## src/rtl/qspi_sram_arbiter_pkg.sv

```systemverilog
// qspi_sram_arbiter_pkg: state, owner and timeout-fill encodings shared by the QSPI SRAM arbiter.
package qspi_arb_pkg;
   localparam logic [1:0] IDLE = 2'd0, ISSUE = 2'd1, WAIT = 2'd2, DONE = 2'd3;
   localparam logic OWNER_CPU = 1'b0, OWNER_DISP = 1'b1;
   localparam logic TIMEOUT_FILL = 1'b1;
endpackage

```

## src/rtl/qspi_sram_arbiter_if.sv

```systemverilog
// qspi_sram_arbiter_if: CPU/display client ports, controller ports and status for the QSPI SRAM arbiter.
interface qspi_sram_arbiter_if #(
   parameter int ADDR_WIDTH = 17,
   parameter int DATA_WIDTH = 16
);
   logic                  cpu_req, cpu_we, cpu_ack;
   logic [ADDR_WIDTH-1:0] cpu_addr;
   logic [DATA_WIDTH-1:0] cpu_wdata, cpu_rdata;
   logic                  disp_req, disp_ack;
   logic [ADDR_WIDTH-1:0] disp_addr;
   logic [DATA_WIDTH-1:0] disp_rdata;
   logic                  ctrl_req, ctrl_we, ctrl_busy, ctrl_done;
   logic [ADDR_WIDTH-1:0] ctrl_addr;
   logic [DATA_WIDTH-1:0] ctrl_wdata, ctrl_rdata;
   logic                  arb_error;
   modport slave (
      input  cpu_req, cpu_we, cpu_addr, cpu_wdata, disp_req, disp_addr, ctrl_busy, ctrl_done, ctrl_rdata,
      output cpu_ack, cpu_rdata, disp_ack, disp_rdata, ctrl_req, ctrl_we, ctrl_addr, ctrl_wdata, arb_error
   );
   modport master (
      output cpu_req, cpu_we, cpu_addr, cpu_wdata, disp_req, disp_addr, ctrl_busy, ctrl_done, ctrl_rdata,
      input  cpu_ack, cpu_rdata, disp_ack, disp_rdata, ctrl_req, ctrl_we, ctrl_addr, ctrl_wdata, arb_error
   );
endinterface

```

## src/rtl/qspi_sram_arbiter_select.sv

```systemverilog
// qspi_arb_select: display-priority winner selection with a streak limiter that guarantees CPU progress.
module qspi_arb_select
   import qspi_arb_pkg::*;
#(
   parameter int MAX_DISP_STREAK = 4
) (
   input  logic clk,
   input  logic reset,
   input  logic grant_en,
   input  logic cpu_req,
   input  logic disp_req,
   output logic grant_valid,
   output logic grant_owner
);
   localparam logic [3:0] STREAK_MAX = 4'(MAX_DISP_STREAK);
   logic [3:0] streak;
   logic       starved;
   assign starved     = cpu_req && streak == STREAK_MAX;
   assign grant_valid = cpu_req || disp_req;
   assign grant_owner = disp_req && !starved ? OWNER_DISP : OWNER_CPU;
   // Only display wins taken while the CPU waits count toward starvation.
   always_ff @(posedge clk)
      if (reset) streak <= '0;
      else if (grant_en && grant_valid)
         streak <= grant_owner == OWNER_DISP && cpu_req ? (streak == STREAK_MAX ? streak : streak + 4'd1) : '0;
endmodule

```

## src/rtl/qspi_sram_arbiter.sv

```systemverilog
// qspi_sram_arbiter: runs one QSPI SRAM controller transaction at a time for the CPU or display fetcher.
// Defining QSPI_ARB_TIMEOUT_EN adds a WAIT watchdog that completes with all-ones data and sets arb_error.
module qspi_sram_arbiter
   import qspi_arb_pkg::*;
#(
   parameter int ADDR_WIDTH      = 17,
   parameter int DATA_WIDTH      = 16,
   parameter int MAX_DISP_STREAK = 4,
   parameter int TIMEOUT_CYCLES  = 1024
) (
   input logic                clk,
   input logic                reset,
   qspi_sram_arbiter_if.slave bus
);
   logic [1:0]            state;
   logic                  owner, grant_valid, grant_owner, timeout;
   logic [ADDR_WIDTH-1:0] grant_addr;
   logic [DATA_WIDTH-1:0] result;
   qspi_arb_select #(.MAX_DISP_STREAK(MAX_DISP_STREAK)) u_sel (
      .clk         (clk),
      .reset       (reset),
      .grant_en    (state == IDLE),
      .cpu_req     (bus.cpu_req),
      .disp_req    (bus.disp_req),
      .grant_valid (grant_valid),
      .grant_owner (grant_owner)
   );
   assign grant_addr   = grant_owner == OWNER_DISP ? bus.disp_addr : bus.cpu_addr;
   assign result       = timeout ? {DATA_WIDTH{TIMEOUT_FILL}} : bus.ctrl_rdata;
   assign bus.ctrl_req = state == ISSUE && !bus.ctrl_busy;
   assign bus.cpu_ack  = state == DONE && owner == OWNER_CPU;
   assign bus.disp_ack = state == DONE && owner == OWNER_DISP;
`ifdef QSPI_ARB_TIMEOUT_EN
   localparam int WAIT_W = $clog2(TIMEOUT_CYCLES + 1);
   logic [WAIT_W-1:0] wait_cnt;
   logic              err;
   assign timeout       = state == WAIT && !bus.ctrl_done && wait_cnt == WAIT_W'(TIMEOUT_CYCLES - 1);
   assign bus.arb_error = err;
   always_ff @(posedge clk)
      if (reset) begin
         wait_cnt <= '0;
         err      <= 1'b0;
      end else begin
         wait_cnt <= state == WAIT ? wait_cnt + 1'b1 : '0;
         if (timeout) err <= 1'b1;
      end
`else
   assign timeout       = 1'b0 && (TIMEOUT_CYCLES > 0);
   assign bus.arb_error = 1'b0;
`endif
   // Write completions leave cpu_rdata alone; display grants never write.
   always_ff @(posedge clk)
      if (reset) begin
         state          <= IDLE;
         owner          <= OWNER_CPU;
         bus.ctrl_we    <= 1'b0;
         bus.ctrl_addr  <= '0;
         bus.ctrl_wdata <= '0;
         bus.cpu_rdata  <= '0;
         bus.disp_rdata <= '0;
      end else case (state)
         IDLE: if (grant_valid) begin
            state         <= ISSUE;
            owner         <= grant_owner;
            bus.ctrl_we   <= grant_owner == OWNER_CPU && bus.cpu_we;
            bus.ctrl_addr <= grant_addr;
            if (grant_owner == OWNER_CPU) bus.ctrl_wdata <= bus.cpu_wdata;
         end
         ISSUE: if (!bus.ctrl_busy) state <= WAIT;
         WAIT: if (bus.ctrl_done || timeout) begin
            state <= DONE;
            if (owner == OWNER_DISP) bus.disp_rdata <= result;
            else if (!bus.ctrl_we) bus.cpu_rdata <= result;
         end
         default: state <= IDLE;
      endcase
endmodule
```

## src/flat_wrapper.sv

```systemverilog
// flat-port wrapper written by rule: the top's interface ports become plain ports
module qspi_sram_arbiter_flat import qspi_arb_pkg::*;
#(
   parameter int ADDR_WIDTH      = 17,
   parameter int DATA_WIDTH      = 16,
   parameter int MAX_DISP_STREAK = 4,
   parameter int TIMEOUT_CYCLES  = 1024
)
  (clk, reset, bus_cpu_req, bus_cpu_we, bus_cpu_addr, bus_cpu_wdata, bus_disp_req, bus_disp_addr, bus_ctrl_busy, bus_ctrl_done, bus_ctrl_rdata, bus_cpu_ack, bus_cpu_rdata, bus_disp_ack, bus_disp_rdata, bus_ctrl_req, bus_ctrl_we, bus_ctrl_addr, bus_ctrl_wdata, bus_arb_error);
  qspi_sram_arbiter_if #(.ADDR_WIDTH(ADDR_WIDTH), .DATA_WIDTH(DATA_WIDTH)) bus_i ();
  input logic clk;
  input logic reset;
  input wire logic [$bits(bus_i.cpu_req)-1:0] bus_cpu_req;
  input wire logic [$bits(bus_i.cpu_we)-1:0] bus_cpu_we;
  input wire logic [$bits(bus_i.cpu_addr)-1:0] bus_cpu_addr;
  input wire logic [$bits(bus_i.cpu_wdata)-1:0] bus_cpu_wdata;
  input wire logic [$bits(bus_i.disp_req)-1:0] bus_disp_req;
  input wire logic [$bits(bus_i.disp_addr)-1:0] bus_disp_addr;
  input wire logic [$bits(bus_i.ctrl_busy)-1:0] bus_ctrl_busy;
  input wire logic [$bits(bus_i.ctrl_done)-1:0] bus_ctrl_done;
  input wire logic [$bits(bus_i.ctrl_rdata)-1:0] bus_ctrl_rdata;
  output wire logic [$bits(bus_i.cpu_ack)-1:0] bus_cpu_ack;
  output wire logic [$bits(bus_i.cpu_rdata)-1:0] bus_cpu_rdata;
  output wire logic [$bits(bus_i.disp_ack)-1:0] bus_disp_ack;
  output wire logic [$bits(bus_i.disp_rdata)-1:0] bus_disp_rdata;
  output wire logic [$bits(bus_i.ctrl_req)-1:0] bus_ctrl_req;
  output wire logic [$bits(bus_i.ctrl_we)-1:0] bus_ctrl_we;
  output wire logic [$bits(bus_i.ctrl_addr)-1:0] bus_ctrl_addr;
  output wire logic [$bits(bus_i.ctrl_wdata)-1:0] bus_ctrl_wdata;
  output wire logic [$bits(bus_i.arb_error)-1:0] bus_arb_error;
  assign bus_i.cpu_req = bus_cpu_req;
  assign bus_i.cpu_we = bus_cpu_we;
  assign bus_i.cpu_addr = bus_cpu_addr;
  assign bus_i.cpu_wdata = bus_cpu_wdata;
  assign bus_i.disp_req = bus_disp_req;
  assign bus_i.disp_addr = bus_disp_addr;
  assign bus_i.ctrl_busy = bus_ctrl_busy;
  assign bus_i.ctrl_done = bus_ctrl_done;
  assign bus_i.ctrl_rdata = bus_ctrl_rdata;
  assign bus_cpu_ack = bus_i.cpu_ack;
  assign bus_cpu_rdata = bus_i.cpu_rdata;
  assign bus_disp_ack = bus_i.disp_ack;
  assign bus_disp_rdata = bus_i.disp_rdata;
  assign bus_ctrl_req = bus_i.ctrl_req;
  assign bus_ctrl_we = bus_i.ctrl_we;
  assign bus_ctrl_addr = bus_i.ctrl_addr;
  assign bus_ctrl_wdata = bus_i.ctrl_wdata;
  assign bus_arb_error = bus_i.arb_error;
  qspi_sram_arbiter #(.ADDR_WIDTH(ADDR_WIDTH), .DATA_WIDTH(DATA_WIDTH), .MAX_DISP_STREAK(MAX_DISP_STREAK), .TIMEOUT_CYCLES(TIMEOUT_CYCLES)) u_core (.clk(clk), .reset(reset), .bus(bus_i));
endmodule
```

## config.mk

```make
export PLATFORM = sky130hd
export DESIGN_NAME = qspi_sram_arbiter_flat
export DESIGN_NICKNAME = d
export VERILOG_FILES = /design/src/rtl/qspi_sram_arbiter_pkg.sv /design/src/rtl/qspi_sram_arbiter_if.sv /design/src/rtl/qspi_sram_arbiter_select.sv /design/src/rtl/qspi_sram_arbiter.sv /design/src/flat_wrapper.sv
export SDC_FILE = /design/constraint.sdc
export NUM_CORES = 1
export LEC_CHECK = 0
export CAP_MARGIN = 40
export CORE_ASPECT_RATIO = 1.75
export CORE_MARGIN = 2
export CORE_UTILIZATION = 45
export CTS_BUF_LIST = sky130_fd_sc_hd__clkbuf_8 sky130_fd_sc_hd__clkbuf_16
export CTS_CLUSTER_SIZE = 40
export DETAILED_ROUTE_END_ITERATION = 8
export GPL_TIMING_DRIVEN = 0
export PLACE_DENSITY = 0.83
export SLEW_MARGIN = 0
export SYNTH_ARGS = -nofsm -noshare
export SYNTH_HDL_FRONTEND = slang
export SYNTH_SLANG_ARGS = --single-unit
```

## constraint.sdc

```tcl
create_clock -name clk -period 4.5 [get_ports clk]
set_input_delay 0.9 -clock clk [delete_from_list [all_inputs] [get_ports clk]]
set_output_delay 0.9 -clock clk [all_outputs]
set_load 0.05 [all_outputs]
```

## After elaboration in Yosys (flattened, before gate mapping)

Index checks and enable logic that the tools add are counted.

- Output and inout port bits: 70
- Register bits after elaboration: 73
- Bits of input ports: 73

- Add/subtract/negate cells: 1
- Bitwise logic cells: 3
- Equal/unequal tests: 8
- Reduce and logical (&&, ||, !) cells: 18
- Muxes and demuxes: 8

Operators by type and width:

| kind | number |
|---|---|
| 2-to-1 mux 17 bit | 1 |
| AND reduction 3 bit | 3 |
| logical AND 1 bit | 8 |
| 2-to-1 mux 4 bit | 2 |
| 2-to-1 mux 2 bit | 3 |
| != test 2 bit (second input constant) | 3 |
| case mux 2 bit (3 select lines) | 1 |
| adder 4 x 1 -> 4 bit (second input constant) | 1 |
| equality test 2 bit (second input constant) | 2 |
| equality test 4 x 3 -> 1 bit (second input constant) | 1 |
| AND reduction 2 bit | 2 |
| AND reduction 4 bit | 1 |
| NOT 1 bit | 3 |
| equality test 2 x 1 -> 1 bit (second input constant) | 1 |
| logical NOT 1 bit | 2 |
| logical NOT 2 bit | 1 |
| != test 2 x 1 -> 1 bit (second input constant) | 1 |
| logical OR 1 bit | 1 |
| 2-to-1 mux 1 bit | 1 |

## Longest topological paths before layout

- Word-level depth: 8
- Mapped depth: 7
- Depth with buffers taken out: 5

## Hierarchy

Synthesis repeated with hierarchy kept, for this count alone.

- Cells, all modules: 352
- Area total of the unflattened synthesis: 3069.2 µm²

Modules (own cells, without submodules):

| module | cells an instance | sequential area each (µm²) | area each (µm²) | times used |
|---|---|---|---|---|
| qspi_sram_arbiter | 322 | 1381.3 | 2811.4 | 1 |
| qspi_arb_select | 30 | 80.1 | 257.7 | 1 |

## Least setup slack after synthesis

No wires, ideal clock.

- Kind: input -> output
- Start: in bus_ctrl_busy
- End: out bus_ctrl_req
- Slack: 2.011 ns
- Stages: 1
- Arrival time: 1.589 ns
- Required time: 3.600 ns
- Path buffers: 0
- Cell sequence: nor2b_1

- Longest elaborated chain between the ends: 2

Ends and longest elaborated chain:

| item | line | source |
|---|---|---|
| start, declared | flat_wrapper.sv:19 | `input wire logic [$bits(bus_i.ctrl_busy)-1:0] bus_ctrl_busy;` |
| logical NOT 1 bit | qspi_sram_arbiter.sv:30 | `assign bus.ctrl_req = state == ISSUE && !bus.ctrl_busy;` |
| logical AND 1 bit | qspi_sram_arbiter.sv:30 |  |
| end, declared | flat_wrapper.sv:26 | `output wire logic [$bits(bus_i.ctrl_req)-1:0] bus_ctrl_req;` |

No other way between the ends.

## Worst setup path after layout

Ends and elaborated chain as after synthesis.

==> flow_summary.toml <==
[outcome]
outcome = "finished clean"

[critical_path]
startpoint_type = "primary input"
worstRegToRegCells = 7
arrival_ns = 2.25
cp_num_buf_inv = 2
required_ns = 3.60
path_max_fanout = 2
cpMostUsedCell = "clkdlybuf4s50_1"
crit_path_end_kind = "output port"
worstSetupPathType = "primary input to output port"
worstPathCellList = "clkdlybuf4s50_1, nor2b_1, clkdlybuf4s50_1"
critPathMaxStageDelay_ns = 0.81
cp_num_cells = 3
crit_slowest_cell = "clkdlybuf4s50_1"
cpLargestDelayFamily = "buffers and inverters"

[placed_design]
io_buffers = 138
place_hpwl_um = 6900
post-place-ws_ns = 1.346
gp_congestion = 0.7712

[synthesis]
synth_edf_count = 0
synth_cells = 375
ys.flop_type = "dfxtp_1"
yosysTopAreaCellShare_pct = 44.41
yosysSeqAreaShare_pct = 44.41
synthesis.nets = 454
ys_seq_elements = 73
synthTopCellsByCount = "dfxtp_1, nand2_1, a21oi_1"
ys_types = 43
synth_area_leaders = "dfxtp_1, nand2_1, nand2b_1"
synth.avg_cell_area_um2 = 8.775
yosysMostFrequentCell = "dfxtp_1"
syn_area_um2 = 3291
synth_top_area_cell = "dfxtp_1"
yosys_warnings = 0
async_flop_share_pct = 0

[floorplanning]
die_w_um = 68.64
placementRows = 41
core_area_um2 = 7131
fp.dieH_um = 117.1
io_pins = 143
dieArea_um2 = 8039
start_util_pct = 46.15

[detailed_routing]
first_iter_violations = 157
routed_wl_um = 9085
route.met2.wl_um = 5175
wl_per_cell_um = 14.80
met1_length_um = 3381
dr_total_vias = 3181
wl_met3_um = 396
route.detailed.drc = 0
ant_nets = 0
firstDrtPassIters = 4
top_layer_used = "met4"
routed_via_density = 5.181

[final_layout]
insertedDiodeCount = 0
drive_above_1_share_pct = 10.80
fill_cells = 565
layout.nets = 603
syn_to_final_growth_pct = 54.83

[sta]
finalClockSkew_ns = 0.005391
drv_slew = 0
setup_violations = 0
fin_setup_tns_ns = 0
finalHoldViolCount = 0
fmax_ghz = 0.3174
fin_crit_ns = 3.151
rsz0062_at_grt = "false"
max_slew_margin_pct = 59.90
worst_pin_slew_ns = 0.6014
fin_crit_sh_pct = 70.02
finalWorstSetupSlack_ns = 1.349

[clock_network]
cts_setup_buffers = 0
clk_path_buf_depth = 2
cts_hold_buf = 0
cts_max_level = 3
post_cts_resized = 0
clk_pin_slew_ns = 0.05
cts_buffers = 9
clk_latency_ns = 0.33
cts-root-buf = "clkbuf_16"
cts_sinks = 73
cts_tree = "yes"

[worst_hold_path]
hold_class = "register to register"
hold_depth = 2

[global_routing]
grtUsageTotal_pct = 23.99
grt_pass1_vias = 3137
antenna_found_initial = 0
grt_max_degree = 12
grt_pass1_wl_um = 14610
grt_overflow = 0

[run]
drv_cap = 0

[power_and_ir_drop]
ir_drop_mv = 0.3792
p_per_area_nw_per_um2 = 506.3
leakage_nw = 1.813
layout by cell type, fill, tap and decap left out, drive strengths merged, types with 2 or more instances in the layout:
master,synthesis,layout
a311oi,17,17
dfxtp,73,73
or3,2,2
nand4,3,3
buf,19,19
nand2,69,69
clkdlybuf4s50,0,138
ha,6,6
nor2b,3,3
inv,7,7
a21oi,38,38
nor2,17,17
nand3,20,20
mux2i,16,16
nand2b,32,32
clkbuf,12,25
or4,2,2
o21ai,18,18
and2,3,3
o31ai,2,2
worst min-delay path, stage by stage (launching register included):
cell and delay [ns]:
dfxtp_1 0.30, nand2_1 0.05, a21oi_1 0.05
worst paths after layout:
path / start / slack (ns) / end
max: bus_ctrl_busy / 1.35 / bus_ctrl_req
min reg2reg: u_core.bus.disp_rdata[8] / 0.45 / u_core.bus.disp_rdata[8]
max reg2reg: u_core.state[0] / 2.77 / u_core.bus.ctrl_we
min: u_core.bus.disp_rdata[8] / 0.45 / u_core.bus.disp_rdata[8]
per-layer routing:
metal,vias up,global-route usage (%)
li1,1588,-
met1,1490,25.12
met2,93,44.68
met3,10,5.258
met4,0,9.200
met5,-,0
cell families (layout without fill, tap and decap cells):
kind of cell	Yosys count	count (layout)	share of synthesized area [%]
buf+inv	38	191	6.160
fa+ha+maj	6	6	2.281
simple gates	159	159	23.99
other cells	1	1	0.1140
compound gates	82	82	18.18
mux	16	16	4.867
flops	73	73	44.41
sequential cells by signal, indices dropped and copies added, names as in the netlist:
name	flops
u_core.bus.cpu_rdata	16
u_core.bus.ctrl_addr	17
u_core.bus.ctrl_wdata	16
u_core.bus.ctrl_we	1
u_core.bus.disp_rdata	16
u_core.owner	1
u_core.state	2
u_core.u_sel.streak	4
layout make-up:
cell class / instances / area [µm²] / area share (%)
Buffer: 31 / 176.4 / 3.463
Clock buffer: 13 / 280.3 / 5.501
Clock inverter: 2 / 35.03 / 0.6876
Inverter: 7 / 26.28 / 0.5157
Multi-Input combinational cell: 264 / 1627 / 31.93
Sequential cell: 73 / 1461 / 28.68
Tap cell: 86 / 107.6 / 2.112
Timing Repair Buffer: 138 / 1381 / 27.11
power breakdown:
group,switching (mW),internal [mW]
Combinational,0.638,0.386
Clock,0.254,0.485
Sequential,0.0647,0.752
stage by stage:
stage	area, µm²	hold WS [ns]	instances	power (mW)	utilization (%)
after global placement	4780	0.4425	599	1.829	67.03
after detailed placement	4780	0.4474	599	1.851	67.03
after CTS	5095	0.4547	614	2.594	71.45
after floorplan	3291	0.4663	375	1.508	-
after global routing	5095	0.4732	614	2.698	71.45
final	5095	0.4523	614	2.579	71.45
(Power assumes the default switching activity.)
==> RTL edit 1 (config.mk and constraints unchanged) <==
Add a define of `QSPI_ARB_TIMEOUT_EN`.
--- a/src/rtl/qspi_sram_arbiter.sv
+++ b/src/rtl/qspi_sram_arbiter.sv
@@ -2,2 +2,4 @@
 // Defining QSPI_ARB_TIMEOUT_EN adds a WAIT watchdog that completes with all-ones data and sets arb_error.
+`define QSPI_ARB_TIMEOUT_EN
+
 module qspi_sram_arbiter
Behaviour: no difference found for any inputs over 10 cycles, from zero or initial values and one cycle with reset high; that may be too few to reach the edited logic, so the function may still have changed.
==> RTL edit 1 against the unedited design <==
- clock skew is essentially flat
- worst hold slack gained 11 ps
- final area grew 1.7%
- wire length grew 2.1%
- global-route usage shrank 1.4 points
- worst setup slack lost 36 ps
- area after synthesis grew 2.7%
- sequential cell count grew 12
- power grew 4.3%
- critical endpoint unchanged
- largest power group unchanged
- highest routed layer unchanged
==> RTL edit 1: results (changes against the unedited design) <==
sequential element share of the synthesized area 0.504 (+0.0596); synth top area cells dfxtp_1, o221a_2, mux2i_1; Place WS 1290 ps (-52.4 ps); Max VDD drop 0.311 mV (-18%); gr usage total 0.226 (-0.0142); largest net degree at the start of global routing 14 (+2); Cells after Synth 321 (-14%); worst-margin pin slew 551 ps (-50.5 ps); Synth top cells by count dfxtp_1, mux2i_1, o221a_2; post-synth cell types 39 (-9.3%); compound-cell area share of the yosys netlist 0.195 (+0.0131); Reg2Reg Depth 6 (-1); crit-path max FO 3 (+1); dpl cell area 4890 sq um (+2.3%); Placed Cells 547 (-8.7%); global-route wire length before repair 14,800 microns (+1.5%); DRT Wirelength 9280 microns (+2.1%); post-synthesis xor/xnor area fraction 0.0207 (+0.0207); layout cells sized above 1 0.128 (+0.0199); run status finished, final reports clean; vias per cell 5.42 (+4.5%); multiplexer share of the synthesized area 0.104 (+0.0554); IO Port Bufs 140 (+1.4%); drt initial violations 181 (+15%); DP HPWL 7130 microns (+3.3%); hold path cells 1 (-1)
==> RTL edit 1: changes by cell type after synthesis, moves of 9 or more <==
cell / change
nand2b_1: -31
o21ai_0: +11
nor2_1: +14
nand2_1: -58
dfxtp_1: +12
mux2i_1: +18
nand3_1: -15
o221a_2: +32
a21oi_1: -13
a311oi_2: -9
==> RTL edit 1: layout make-up <==
type,count,area (sq um)
buffer,22,110
clock buffer,10,239
clock inverter,6,55.1
fill,540,2050
inverter,5,18.8
multi-input combinational,209,1550
sequential,85,1700
tap,86,108
timing repair buffer,140,1400
==> RTL edit 1: worst paths after layout <==
kind	from	endpoint	slack [ps]
max	bus_ctrl_busy	bus_ctrl_req	1310
min	u_core.wait_cnt[0]	u_core.wait_cnt[0]	460
max reg2reg	u_core.state[0]	u_core.bus.cpu_rdata[14]	2570
min reg2reg	u_core.wait_cnt[0]	u_core.wait_cnt[0]	460
==> RTL edit 1: cells by family (layout without fill, tap and decap cells) <==
kind of cell               Yosys count  in the layout
and+or+nand+nor                     75             75
buffers and inverters               27            183
DFF                                 85             85
AOI/OAI and AO/OA                   84             84
xor gates and xnor gates             8              8
adders and majority gates            7              7
muxes                               35             35
==> RTL edit 1: report_power, final <==
group / internal [mW] / total, mW / switching, mW
logic: 0.382 / 1.04 / 0.654
registers: 0.867 / 0.930 / 0.0634
clock network: 0.439 / 0.725 / 0.286
==> RTL edit 1: worst max-delay path, stage by stage <==
cell             delay [ps]
clkdlybuf4s50_1         450
nor2b_1                 130
clkdlybuf4s50_1         800
==> RTL edit 1: layer usage <==
layer / track usage / vias to the layer above / share of wire
li1: - / 1479 / -
met4: 0.129 / 0 / 0.027
met1: 0.219 / 1443 / 0.36
met3: 0.0409 / 21 / 0.057
met5: 0 / - / 0
met2: 0.432 / 106 / 0.56
==> RTL edit 2 (same flow settings) <==
Without the edit above. `DATA_WIDTH` is set to 16 in 3 places; all go to 32.
--- a/src/rtl/qspi_sram_arbiter_if.sv
+++ b/src/rtl/qspi_sram_arbiter_if.sv
@@ -3,3 +3,3 @@
    parameter int ADDR_WIDTH = 17,
-   parameter int DATA_WIDTH = 16
+   parameter int DATA_WIDTH = 32
 );
--- a/src/rtl/qspi_sram_arbiter.sv
+++ b/src/rtl/qspi_sram_arbiter.sv
@@ -6,3 +6,3 @@
    parameter int ADDR_WIDTH      = 17,
-   parameter int DATA_WIDTH      = 16,
+   parameter int DATA_WIDTH      = 32,
    parameter int MAX_DISP_STREAK = 4,
--- a/src/flat_wrapper.sv
+++ b/src/flat_wrapper.sv
@@ -4,3 +4,3 @@
    parameter int ADDR_WIDTH      = 17,
-   parameter int DATA_WIDTH      = 16,
+   parameter int DATA_WIDTH      = 32,
    parameter int MAX_DISP_STREAK = 4,
Interface: changed (5 resized); port bits go from 143 to 223. The function was not compared with the original's and may differ.
==> RTL edit 2 against the unedited design <==
- final area increased by 53%
- largest cell class is now buffers
- wire length is 71% higher
- sequential cell count up 48
- count of clock-buffer cells in the layout rose by 6
- first-iteration DRC count grew 45%
- power is 57% higher
- clock power rose by 93%
- worst setup slack worse by 52 ps
- area after synthesis rose by 47%
- synthesized cell count up 55%
==> RTL edit 2: results (changes against the unedited design) <==
run status finished, final reports clean; htree depth 4 (+1); post-synth cell types 38 (-12%); fillers 843 (+49%); GP Congestion 0.821 (+6.4%); IO Port Bufs 218 (+58%); Pre-antenna DRT Iters 5 (+1); wire length on met3 940 microns (+140%); Synthesized Nets 693 (+53%); cts bufs inserted 17 (+8); clk_skew 14.0 ps (+8.62 ps); Max VDD drop 0.392 mV (+3.4%); worst path arrival time 2300 ps (+50 ps); layout cells sized above 1 0.0745 (-0.0334); Power Dens Cells 518 nW/um^2 (+2.3%); sequential power 1.29 mW (+58%); global-route wire length before repair 23,800 microns (+63%); met2 wire length 8520 microns (+65%); worst skew pair latency 410 ps (+80 ps); CP peak stage delay 840 ps (+30 ps); dpl cell area 7180 sq um (+50%); gr usage total 0.264 (+0.0238); NumNets Final 930 (+54%); Internal 2.65 mW (+63%); largest net degree at the start of global routing 17 (+5); vias in the first global route 5,107 (+63%); vias per cell 5.23 (+0.86%); worst-margin pin slew 558 ps (-43.3 ps); sequential element share of the synthesized area 0.501 (+0.0568); Synth top cells by count nand2_1, dfxtp_1, a21oi_1; drt initial violations 228 (+45%); DRT met1 WL 5310 microns (+57%); leakage 2.84 nW (+57%)
[RTL edit 2: cell types whose count changed after synthesis, sizes merged, moves of 18 or more]
cell    change
dfxtp      +48
nand3      -18
nand2b     -32
a21oi      +48
o21ai      +18
nand2     +127
[RTL edit 2: metal layers]
layer / GRT usage / vias to the layer above
li1: - / 2425
met1: 0.253 / 2337
met2: 0.492 / 214
met3: 0.0621 / 51
met4: 0.140 / 0
met5: 0 / -
[RTL edit 2: cell type report]
class,count,area [sq um],share of cell area
sequential,121,2420,0.310
timing repair buffer,218,2180,0.279
multi-input combinational,408,2130,0.273
clock buffer,19,453,0.0580
buffer,47,256,0.0328
clock inverter,13,178,0.0227
tap,130,163,0.0208
inverter,6,22.5,0.00288
[RTL edit 2: logic make-up (layout without fill, tap and decap cells)]
| family | Yosys count | in the layout | synth area share |
|---|---|---|---|
| buffers and inverters | 53 | 303 | 0.0577 |
| adders and majority gates | 6 | 6 | 0.0155 |
| DFF | 121 | 121 | 0.501 |
| muxes | 32 | 32 | 0.0662 |
| and+or+nand+nor | 222 | 222 | 0.196 |
| other | 1 | 1 | 0.000775 |
| AOI/OAI and AO/OA | 147 | 147 | 0.163 |
[RTL edit 2: worst paths after layout]
kind,startpoint,to,slack [ps],depth (start not counted)
max,bus_ctrl_busy,bus_ctrl_req,1300,3
min,u_core.bus.cpu_rdata[3],u_core.bus.cpu_rdata[3],450,2
max reg2reg,u_core.state[0],u_core.bus.cpu_rdata[15],2640,7
min reg2reg,u_core.bus.cpu_rdata[3],u_core.bus.cpu_rdata[3],450,2
[RTL edit 2: through the flow]
step / worst slack [ps] / std cells
3_5_place_dp: 1300 / 930
5_1_grt: 1260 / 962
2_1_floorplan: 2010 / 582
4_1_cts: 1300 / 962
3_3_place_gp: 1300 / 930
6_report: 1300 / 962
